## config.mk

```make
export PLATFORM = sky130hd
export DESIGN_NAME = uaddr_gen
export DESIGN_NICKNAME = d
export VERILOG_FILES = /design/src/rtl/uaddr_gen.sv
export SDC_FILE = /design/constraint.sdc
export NUM_CORES = 1
export LEC_CHECK = 0
export CORE_MARGIN = 5
export CORE_UTILIZATION = 40
export DETAILED_ROUTE_END_ITERATION = 7
export PLACE_DENSITY = 0.82
export SYNTH_ARGS = -nofsm -noshare
export SYNTH_HDL_FRONTEND = slang
export SYNTH_SLANG_ARGS = --single-unit
```

## constraint.sdc

```tcl
create_clock -name Q -period 2.4 [get_ports Q]
set_input_delay 0.24 -clock Q [delete_from_list [all_inputs] [get_ports Q]]
set_output_delay 0.24 -clock Q [all_outputs]
set_load 0.005 [all_outputs]
```

## src/rtl/uaddr_gen.sv

```systemverilog
// Micro-address generator for the microcode ROM: opcode latch, micro-step
// counter, conditional-jump index remap and interrupt pseudo-opcode entry.
//
// Ports:
//   Q          clock; all state changes on its rising edge
//   Reset      asynchronous active-high reset
//   dataIn     opcode byte, sampled only on a fetch edge
//   fetch      end-of-instruction from the microword; load next opcode
//   jumpOpe    conditional-jump request from the microword
//   noJump     condition-false flag, qualified by jumpOpe
//   stall      bus wait; freezes everything except the IRQ synchronizer
//   nIRQ       asynchronous active-low level interrupt request
//   irqMask    1 = interrupts masked
//   uromAddr   {opeIdx, step} micro-ROM address
//   opeCode    latched opcode
//   step       current micro-step
//   IRQH       1 while the interrupt routine runs
//   fetchCycle 1 during step 0 of a freshly fetched instruction
//   stepOvf    sticky: step counter reached its maximum without a fetch

module uaddr_gen #(
   parameter int unsigned STEP_W   = 2,
   parameter logic [7:0]  RESET_OP = 8'hE0,
   parameter logic [7:0]  IRQ_OP   = 8'hE1
) (
   input  logic              Q,
   input  logic              Reset,
   input  logic [7:0]        dataIn,
   input  logic              fetch,
   input  logic              jumpOpe,
   input  logic              noJump,
   input  logic              stall,
   input  logic              nIRQ,
   input  logic              irqMask,
   output logic [8+STEP_W-1:0] uromAddr,
   output logic [7:0]        opeCode,
   output logic [STEP_W-1:0] step,
   output logic              IRQH,
   output logic              fetchCycle,
   output logic              stepOvf
);

   localparam logic [STEP_W-1:0] STEP_MAX = '1;

   logic [7:0]        ope_code_q, ope_code_d;
   logic [STEP_W-1:0] step_q, step_d;
   logic              jcc_q, jcc_d;
   logic              jnj_q, jnj_d;
   logic              irqh_q, irqh_d;
   logic              fetch_cycle_q, fetch_cycle_d;
   logic              step_ovf_q, step_ovf_d;
   logic              sync1_q, sync1_d;
   logic              sync2_q, sync2_d;

   logic              irq_pend;
   logic [7:0]        ope_idx;

   // Two-flop synchronizer; runs even during stall so a request is
   // already settled when the bus wait ends.
   always_comb begin
      sync1_d = nIRQ;
      sync2_d = sync1_q;
   end

   assign irq_pend = ~sync2_q & ~irqMask;

   always_comb begin
      ope_code_d    = ope_code_q;
      step_d        = step_q;
      jcc_d         = jcc_q;
      jnj_d         = jnj_q;
      irqh_d        = irqh_q;
      fetch_cycle_d = fetch_cycle_q;
      step_ovf_d    = step_ovf_q;

      if (stall) begin
         // hold everything
      end else if (fetch) begin
         // The opcode byte is not consumed when the interrupt is taken;
         // it is refetched after the interrupt routine returns.
         ope_code_d    = irq_pend ? IRQ_OP : dataIn;
         irqh_d        = irq_pend;
         step_d        = '0;
         jcc_d         = 1'b0;
         fetch_cycle_d = 1'b1;
      end else if (jumpOpe) begin
         jcc_d         = 1'b1;
         jnj_d         = noJump;
         step_d        = '0;
         fetch_cycle_d = 1'b0;
      end else if (step_q != STEP_MAX) begin
         step_d        = step_q + STEP_W'(1);
         fetch_cycle_d = 1'b0;
      end else begin
         // Saturate rather than wrap so a runaway microroutine parks on
         // its last word and is flagged.
         step_ovf_d    = 1'b1;
         fetch_cycle_d = 1'b0;
      end
   end

   always_ff @(posedge Q or posedge Reset) begin
      if (Reset) begin
         ope_code_q    <= RESET_OP;
         step_q        <= '0;
         jcc_q         <= 1'b0;
         jnj_q         <= 1'b0;
         irqh_q        <= 1'b0;
         fetch_cycle_q <= 1'b1;
         step_ovf_q    <= 1'b0;
         sync1_q       <= 1'b1;
         sync2_q       <= 1'b1;
      end else begin
         ope_code_q    <= ope_code_d;
         step_q        <= step_d;
         jcc_q         <= jcc_d;
         jnj_q         <= jnj_d;
         irqh_q        <= irqh_d;
         fetch_cycle_q <= fetch_cycle_d;
         step_ovf_q    <= step_ovf_d;
         sync1_q       <= sync1_d;
         sync2_q       <= sync2_d;
      end
   end

   // Jump remap keeps the opcode's high nibble (its instruction group)
   // and selects the taken/not-taken continuation slot xxx111j.
   always_comb begin
      if (jcc_q) ope_idx = {ope_code_q[7:4], 3'b111, jnj_q};
      else       ope_idx = ope_code_q;
   end

   assign uromAddr   = {ope_idx, step_q};
   assign opeCode    = ope_code_q;
   assign step       = step_q;
   assign IRQH       = irqh_q;
   assign fetchCycle = fetch_cycle_q;
   assign stepOvf    = step_ovf_q;

endmodule

```

==> impl_metrics.sql <==
INSERT INTO impl_metrics (metric_group, metric, value, unit) VALUES
('status', 'run_status', 'complete, no violations', ''),
('logic_synthesis', 'ys_types', '20', ''),
('routing', 'initialDrtViolationCount', '0', ''),
('pwr', 'max_ir_drop_vdd', '0.0002690', 'V'),
('logic_synthesis', 'synthMostInstantiatedCell', 'sky130_fd_sc_hd__dfrtp_1', ''),
('logic_synthesis', 'yosys_warnings', '0', ''),
('run', 'maxCapViolCount', '0', ''),
('floorplanning', 'boundaryPins', '39', ''),
('pwr', 'power.clock.fraction', '0.217', ''),
('setup_path', 'startpoint_type', 'register', ''),
('logic_synthesis', 'yosys.area.top_type', 'sky130_fd_sc_hd__dfrtp_1', ''),
('routing', 'remaining_drc_errors', '0', ''),
('setup_path', 'cp_data_required_time', '2160', 'ps'),
('floorplanning', 'die_area', '2774', 'sq um'),
('pwr', 'power.combinational.fraction', '0.273', ''),
('pwr', 'pwr_density_cell', '604.9', 'nW/um^2'),
('floorplanning', 'die_height', '52.67', 'um'),
('clock_network', 'cts_bufs_inserted', '3', ''),
('logic_synthesis', 'syn-mean-instance-area', '12.56', 'sq um'),
('cells_and_area', 'nFillCells', '147', ''),
('logic_synthesis', 'synth_seq_cells', '17', ''),
('routing', 'via_per_inst', '4.504', ''),
('sta', 'final-max-slew-violation-count', '0', ''),
('global_route', 'grt_pass1_wl', '2.435', 'mm'),
('setup_path', 'worstPathArrival', '1500', 'ps'),
('setup_path', 'worstSetupEndpointType', 'output pin', ''),
('cells_and_area', 'number_of_nets_at_the_end_of_the_flow', '112', ''),
('clock_network', 'clock_insertion_delay_worst_skew', '280', 'ps'),
('clock_network', 'cts_root_buf', 'sky130_fd_sc_hd__clkbuf_4', ''),
('floorplanning', 'design.core.area', '1727', 'sq um'),
('cells_and_area', 'final_layout_size_suffix_gt1_frac', '0.2128', ''),
('pwr', 'post-layout-total-power', '678.2', 'uW'),
('routing', 'routed_wire_length_per_instance', '12.80', 'um'),
('logic_synthesis', 'synth_top_flop_cell', 'sky130_fd_sc_hd__dfrtp_1', ''),
('logic_synthesis', 'synth_sequential_area_ratio', '0.5945', ''),
('floorplanning', 'die_w', '52.67', 'um'),
('logic_synthesis', 'synth.cells.most_frequent', 'sky130_fd_sc_hd__dfrtp_1, sky130_fd_sc_hd__buf_4, sky130_fd_sc_hd__dfstp_2, sky130_fd_sc_hd__a22o_1, sky130_fd_sc_hd__nand2_1', ''),
('clock_network', 'number_of_clock_sinks_seen_by_cts', '17', ''),
('pwr', 'internal-power', '520.2', 'uW'),
('cells_and_area', 'num_antenna_cells', '0', ''),
('clock_network', 'clock_tree.buffer_depth', '2', ''),
('clock_network', 'holdBufCountCts', '0', ''),
('routing', 'totalWireLength', '1.523', 'mm'),
('clock_network', 'htree_num_levels', '1', ''),
('cells_and_area', 'syn_to_final_growth', '53.95', '%'),
('floorplanning', 'start_util', '0.4217', ''),
('sta', 'setup_viol_count_final', '0', ''),
('placed_design', 'place.port_buffers', '38', ''),
('floorplanning', 'placement_rows', '15', ''),
('sta', 'clock-skew-final', '2.374', 'ps'),
('global_route', 'grt_util_all_layers', '0.1224', ''),
('global_route', 'grt_max_degree', '18', ''),
('logic_synthesis', 'netlist_area', '728.2', 'sq um'),
('pwr', 'sequentialPowerShare', '0.510', ''),
('sta', 'timing.final.hold_violations', '0', ''),
('logic_synthesis', 'post_synth_inst_count', '58', ''),
('pwr', 'power.switching_fraction', '0.2329', ''),
('sta', 'layout_worst_path_cycle_share', '0.7246', ''),
('logic_synthesis', 'synthesis.nets', '75', ''),
('logic_synthesis', 'synth-edff-count', '0', ''),
('logic_synthesis', 'synth.area.top_cells', 'sky130_fd_sc_hd__dfrtp_1, sky130_fd_sc_hd__dfstp_2, sky130_fd_sc_hd__buf_4', ''),
('logic_synthesis', 'ys_async_sr_fraction', '1.000', ''),
('setup_path', 'startpoint_to_endpoint_class_of_the_critical_path', 'register to output pin', ''),
('sta', 'worst_tran_pin_value', '599.1', 'ps'),
('min_path', 'holdCritPathClass', 'input pin to async pin', ''),
('global_route', 'initial_antenna_violation_count', '0', ''),
('pwr', 'p_leak', '0.4785', 'nW'),
('clock_network', 'cts_tree', 'built', ''),
('routing', 'routed-via-count', '536', ''),
('clock_network', 'post_cts_resized', '0', ''),
('global_route', 'gr-total-overflow', '0', '');
placed cells by master (no fill, tap or decap):
cell,count
sky130_fd_sc_hd__a21o_1,1
sky130_fd_sc_hd__a21oi_1,1
sky130_fd_sc_hd__a22o_1,5
sky130_fd_sc_hd__a31o_2,1
sky130_fd_sc_hd__and2b_4,1
sky130_fd_sc_hd__clkbuf_1,1
sky130_fd_sc_hd__clkbuf_4,3
sky130_fd_sc_hd__clkdlybuf4s50_1,38
sky130_fd_sc_hd__dfrtp_1,11
sky130_fd_sc_hd__dfstp_2,6
sky130_fd_sc_hd__ha_1,1
sky130_fd_sc_hd__inv_1,2
sky130_fd_sc_hd__mux2_2,3
sky130_fd_sc_hd__nand2_1,5
sky130_fd_sc_hd__nand2b_2,1
sky130_fd_sc_hd__nor2_1,3
sky130_fd_sc_hd__nor2_2,1
sky130_fd_sc_hd__nor3b_1,1
sky130_fd_sc_hd__nor4_1,1
sky130_fd_sc_hd__o21ai_2,1
sky130_fd_sc_hd__o22a_1,4
sky130_fd_sc_hd__or2_2,3
sequential cells by signal, indices dropped and copies added (netlist names):
signal	count
stepOvf	1
jcc_q	1
fetchCycle	1
sync2_q	1
IRQH	1
step	2
opeCode	8
sync1_q	1
jnj_q	1
kinds of logic after synthesis:
logic type	Yosys count	synth area share
compound gates	13	0.1495
fa+ha+maj	1	0.01718
buf+inv	8	0.07216
flops	17	0.5945
mux	3	0.04639
simple gates	16	0.1203
power groups by stage:
stage	clock network (mW)	registers (mW)	logic, mW
after global placement	0	0.351	0.186
after global routing	0.167	0.354	0.200
after CTS	0.153	0.347	0.190
final	0.147	0.346	0.185
after detailed placement	0	0.352	0.189
after floorplan	0	0.352	0.0723
worst paths after layout:
path	slack, ps	startpoint	endpoint	cells after the start
setup / recovery	660	jcc_q$_DFFE_PP0P_	uromAddr[2]	2
hold / removal	310	Reset	opeCode[4]$_DFFE_PP0P_	2
setup reg to reg	1210	step[0]$_DFFE_PP0P_	step[0]$_DFFE_PP0P_	3
hold reg to reg	360	sync1_q$_DFF_PP1_	sync2_q$_DFF_PP1_	0
max in group asynchronous	1700	Reset	jcc_q$_DFFE_PP0P_	2
min in group Q	360	nIRQ	sync1_q$_DFF_PP1_	1
cell type report:
| class | instances | area (sq um) | share of cell area |
|---|---|---|---|
| inverter | 2 | 7.507 | 0.006696 |
| tap | 25 | 31.28 | 0.02790 |
| timing repair buffer | 38 | 380.4 | 0.3393 |
| clock buffer | 4 | 26.28 | 0.02344 |
| multi-input combinational | 33 | 242.7 | 0.2165 |
| sequential | 17 | 432.9 | 0.3862 |
worst max-delay path, cell delays in order (launching register included):
cell                              delay, ps
sky130_fd_sc_hd__dfrtp_1                420
sky130_fd_sc_hd__mux2_2                 360
sky130_fd_sc_hd__clkdlybuf4s50_1        440
layer usage:
metal  part of all wire  up-vias  GRT usage
met4                  0        0    0.06383
li1                   -      270          -
met5                  0        -          0
met3              0.058        0    0.02849
met2               0.50       21     0.1880
met1               0.44      245     0.1581
per-stage QoR:
step	utilization	setup WS (ps)	hold WS (ps)	cells	instance area, sq um
detailed placement	0.6341	884.5	347.2	115	1095
global placement	0.6341	926.0	346.0	115	1095
finish	0.6493	661.0	313.2	119	1121
CTS	0.6493	633.1	329.2	119	1121
global route	0.6493	598.8	341.5	119	1121
floorplan	-	1245	161.7	58	728.2
Power figures use the tool's default switching activity.
